==> config.mk <==
export PLATFORM = sky130hd
export DESIGN_NAME = iir_out_capture
export DESIGN_NICKNAME = d
export VERILOG_FILES = /design/src/rtl/iir_out_capture.sv
export SDC_FILE = /design/constraint.sdc
export NUM_CORES = 1
export LEC_CHECK = 0
export BUFFER_PORTS_ARGS = -buffer_cell sky130_fd_sc_hd__buf_2
export CAP_MARGIN = 0
export CORE_ASPECT_RATIO = 0.8
export CORE_MARGIN = 3
export CORE_UTILIZATION = 60
export CTS_CLUSTER_DIAMETER = 60
export CTS_CLUSTER_SIZE = 28
export DETAILED_ROUTE_END_ITERATION = 7
export GPL_ROUTABILITY_DRIVEN = 0
export GPL_TIMING_DRIVEN = 0
export PLACE_DENSITY = 0.89
export SYNTH_ARGS = -nofsm -noshare
export SYNTH_HDL_FRONTEND = slang
export SYNTH_SLANG_ARGS = --single-unit
==> constraint.sdc <==
create_clock -name CLK -period 3.6 [get_ports CLK]
set_input_delay 0.54 -clock CLK [delete_from_list [all_inputs] [get_ports CLK]]
set_output_delay 0.54 -clock CLK [all_outputs]
set_load 0.02 [all_outputs]
==> src/rtl/iir_out_capture.sv <==
// iir_out_capture: receiving end of the IIR output stream. Captures a
// programmed number of VIN-strobed samples into a show-ahead FIFO and
// exposes them on a valid/ready readout port, with run status flags.
module iir_out_capture #(
  parameter int NB    = 13,
  parameter int DEPTH = 16,
  parameter int CW    = 16
) (
  input  logic          CLK,
  input  logic          RST,
  input  logic          VIN,
  input  logic [NB-1:0] DIN,
  input  logic          ARM,
  input  logic [CW-1:0] NSAMP,
  input  logic          RD_READY,
  output logic          RD_VALID,
  output logic [NB-1:0] RD_DATA,
  output logic          BUSY,
  output logic          DONE,
  output logic          OVF,
  output logic [CW-1:0] COUNT
);

  localparam int AW = (DEPTH > 1) ? $clog2(DEPTH) : 1;

  typedef enum logic [1:0] {
    S_IDLE,
    S_CAPT,
    S_DONE
  } state_t;

  state_t        state;
  state_t        state_next;
  logic [CW-1:0] nsamp_q;
  logic [CW-1:0] count_q;
  logic          ovf_q;
  logic [AW-1:0] wr_ptr;
  logic [AW-1:0] rd_ptr;
  logic [AW:0]   occ;
  logic [NB-1:0] mem [DEPTH];

  logic empty;
  logic full;
  logic rd_fire;
  logic strobe;
  logic wr_en;
  logic drop;
  logic last;

  // Occupancy decode and per-cycle event qualification; ARM pre-empts VIN.
  assign empty   = (occ == '0);
  assign full    = (occ == (AW+1)'(DEPTH));
  assign rd_fire = !empty && RD_READY;
  assign strobe  = (state == S_CAPT) && VIN && !ARM;
  assign wr_en   = strobe && (!full || rd_fire);
  assign drop    = strobe && full && !rd_fire;
  assign last    = strobe && (count_q == nsamp_q - CW'(1));

  // State register.
  always_ff @(posedge CLK or posedge RST) begin
    if (RST) state <= S_IDLE;
    else     state <= state_next;
  end

  // Next-state logic: ARM (re)starts a run from any state, a zero-length
  // run finishes immediately, and the final strobe of a run ends it.
  always_comb begin
    state_next = state;
    if (ARM) begin
      state_next = (NSAMP == '0) ? S_DONE : S_CAPT;
    end else if (last) begin
      state_next = S_DONE;
    end
  end

  // Run bookkeeping: latched length, saturating sample count, sticky overflow.
  always_ff @(posedge CLK or posedge RST) begin
    if (RST) begin
      nsamp_q <= '0;
      count_q <= '0;
      ovf_q   <= 1'b0;
    end else if (ARM) begin
      nsamp_q <= NSAMP;
      count_q <= '0;
      ovf_q   <= 1'b0;
    end else if (strobe) begin
      if (count_q != '1) count_q <= count_q + CW'(1);
      if (drop)          ovf_q   <= 1'b1;
    end
  end

  // FIFO pointers and occupancy; ARM discards everything still stored.
  always_ff @(posedge CLK or posedge RST) begin
    if (RST) begin
      wr_ptr <= '0;
      rd_ptr <= '0;
      occ    <= '0;
    end else if (ARM) begin
      wr_ptr <= '0;
      rd_ptr <= '0;
      occ    <= '0;
    end else begin
      if (wr_en)   wr_ptr <= wr_ptr + AW'(1);
      if (rd_fire) rd_ptr <= rd_ptr + AW'(1);
      case ({wr_en, rd_fire})
        2'b10:   occ <= occ + (AW+1)'(1);
        2'b01:   occ <= occ - (AW+1)'(1);
        default: occ <= occ;
      endcase
    end
  end

  // Sample storage; contents need no reset because occupancy gates visibility.
  always_ff @(posedge CLK) begin
    if (wr_en) mem[wr_ptr] <= DIN;
  end

  assign RD_VALID = !empty;
  assign RD_DATA  = empty ? '0 : mem[rd_ptr];
  assign BUSY     = (state == S_CAPT);
  assign DONE     = (state == S_DONE);
  assign OVF      = ovf_q;
  assign COUNT    = count_q;

endmodule

==> impl_metrics.json <==
{
  "status": "complete, no violations",
  "worstReg2RegStart": "occ[0]",
  "max-vdd-ir-drop_mv": 0.479,
  "worstPathArrival_ps": 3020,
  "synth-async-reset-ratio_pct": 18.8,
  "ant_nets": 0,
  "path_cells": "clkbuf_1, clkbuf_2, mux4_2, mux4_2, and2_1, buf_2",
  "synth_top_area_share_pct": 57.6,
  "rr_endpoint": "occ[4]",
  "synth_top_family_by_area": "multiplexers",
  "hold_depth": 2,
  "clockBufferDepth": 3,
  "yosys_warnings": 0,
  "slew_headroom_pct": 38.0,
  "grt_use_total_pct": 27.2,
  "die_h_um": 126,
  "min_path_type": "in2reg",
  "synth_mux_area_share_pct": 15.2,
  "dp_slack_ps": -33.1,
  "syn-cell-area_um2": 10800,
  "max_cap_viol_count": 0,
  "cpMostUsedCell": "mux4_2",
  "die_w_um": 156,
  "synth-seq-cells": 256,
  "placed_area_um2": 11500,
  "clkLatencyLatePin_ps": 500,
  "port_buffers": 65,
  "fmax_mhz": 281,
  "synth.avg_cell_area_um2": 17.6,
  "synthTopCellsByCount": "edfxtp_1, mux4_2, dfrtp_1",
  "synth_top_cell_by_area": "edfxtp_1",
  "viasPerCell": 6.75,
  "finalWorstSetupSlack_ps": 36.2,
  "cp.required_ps": 3060,
  "design_area_um2": 12100,
  "min_to": "nsamp_q[7]",
  "dr.pass1.iters": 5,
  "worstSetupStartpoint": "rd_ptr[1]",
  "powerDensity_nw_per_um2": 590,
  "ys.flop_type": "edfxtp_1",
  "n_antenna_cell": 0,
  "h-tree-depth": 1,
  "synth_fa_ha_area_share_pct": 1.34,
  "synth_cell_types": 54,
  "avgRoutedWirePerCell_um": 27.6,
  "clock_skew_ps": 28.4,
  "cts-root-buf": "clkbuf_16",
  "nets": 749,
  "finalCritPeriodShare_pct": 99.0,
  "antenna_found_initial": 0,
  "path_class": "reg2out",
  "area_delta_synth_final_pct": 11.6,
  "grt-ovfl-total": 0,
  "min_from": "NSAMP[7]",
  "synth_simple_gate_area_share_pct": 7.77,
  "setup_violations": 0,
  "setup_tns_ps": 0,
  "grt_max_degree": 39,
  "ios": 67,
  "reg2reg_slack_ps": 140,
  "fin_hold_ws_ps": 304,
  "synth_compound_area_share_pct": 2.20,
  "cts_buffers": 15,
  "core_area_um2": 17500,
  "dieArea_um2": 19700,
  "num_vias": 6320,
  "synth.area.top_cells": "edfxtp_1, mux4_2, dfrtp_1",
  "reg2reg_depth": 12,
  "worstPathMaxFanout": 10,
  "cts_tree": "built",
  "tightestPinTransition_ps": 930,
  "remaining_drc_errors": 0,
  "synth_edf_count": 208,
  "wl_mm": 25.8,
  "initial_utilization_pct": 61.8,
  "grt_pass1_wl_mm": 40.1,
  "report.final.slew_viol_count": 0,
  "max_stage_delay_ps": 480,
  "cp_slowest_cell": "mux4_2",
  "hold_viol": 0,
  "final_layout_size_suffix_gt1_share_pct": 28.1,
  "synthXorXnorAreaFrac_pct": 3.39,
  "synth.most_common_cell": "edfxtp_1",
  "cts.reportedPaths.clkPinSlew_ps": 90,
  "cts_setup_buffers": 0,
  "start_kind": "register",
  "p_leak_uw": 0.00416,
  "synth-seq-area-share_pct": 68.7,
  "rows": 43,
  "fin_crit_ps": 3560,
  "clkSinkCount": 256,
  "drt_iter0_drc": 1033,
  "hpwl_mm": 16.0,
  "cp-end-kind": "primary output",
  "syn_inst": 616,
  "syn_nets": 661,
  "first_global_vias": 6594
}
[state kept, by name (all words and copies together), names as in the netlist]
register	cells
state	2
rd_ptr	4
wr_ptr	4
nsamp_q	16
OVF	1
mem	208
COUNT	16
occ	5
[critical path: cells and delay by family (launching register included)]
| kind | cells | cell delay [ps] |
|---|---|---|
| AND/OR/NAND/NOR | 1 | 190 |
| multiplexers | 2 | 880 |
| flip-flops | 1 | 390 |
| buffers and inverters | 3 | 1080 |
[where the power goes]
part,internal (µW),switching [µW]
registers,3290,85.6
clock network,1030,1010
logic,714,1010
total,5030,2110
[placed cells by master (no fill, tap or decap), drive strengths merged, types with 12 or more instances in the layout]
| cell type | netlist | routed |
|---|---|---|
| xnor2 | 17 | 17 |
| mux4 | 65 | 65 |
| mux2 | 15 | 15 |
| clkbuf | 19 | 36 |
| nor2 | 35 | 35 |
| dfrtp | 48 | 48 |
| and2 | 28 | 28 |
| edfxtp | 208 | 208 |
| buf | 8 | 77 |
| inv | 11 | 15 |
| nor3 | 12 | 12 |
| xor2 | 25 | 25 |
| nand2 | 17 | 17 |
[per-stage QoR]
step / total power, µW / std cells / util, %
finish: 7140 / 936 / 69.0
global route: 7350 / 936 / 69.0
CTS: 7130 / 936 / 68.9
detailed placement: 5090 / 911 / 65.7
global placement: 4980 / 906 / 65.3
floorplan: 4540 / 616 / -
[layer usage]
layer	global-route usage, %	share of wire (%)
met5	0	0
met4	8.03	3.5
met3	4.91	9.2
met2	44.5	49
met1	38.3	38
[worst max path at each step]
| stage | endpoint | slack (ps) |
|---|---|---|
| after global routing | occ[4] | -7 |
| after floorplan | RD_DATA[10] | 640 |
| final | RD_DATA[4] | 40 |
| after detailed placement | RD_DATA[10] | -30 |
| after CTS | RD_DATA[1] | 40 |
| after global placement | mem[7][10] | -940 |
[kinds of logic after synthesis]
| logic type | Yosys count |
|---|---|
| compound gates | 36 |
| xor+xnor | 42 |
| fa+ha+maj | 11 |
| buf+inv | 38 |
| flops | 256 |
| mux | 82 |
| simple gates | 151 |
[cell type report]
class,instances,area [µm²]
plain buffers,27,134
clock buffers,16,379
clock inverters,8,161
fillers,1044,5440
inverters,11,41.3
multi-input cells,322,3270
flip-flops and latches,256,7450
well taps,225,282
repair buffers,71,389
[repair_timing]
action | CTS | global route
hold buffers | 1 | 0
gates cloned | 0 | 0
resized for setup | 12 | 2
endpoints found under the hold margin | 10 | 0
endpoints found under the setup margin | 13 | 8
Power figures use the tool's default switching activity.
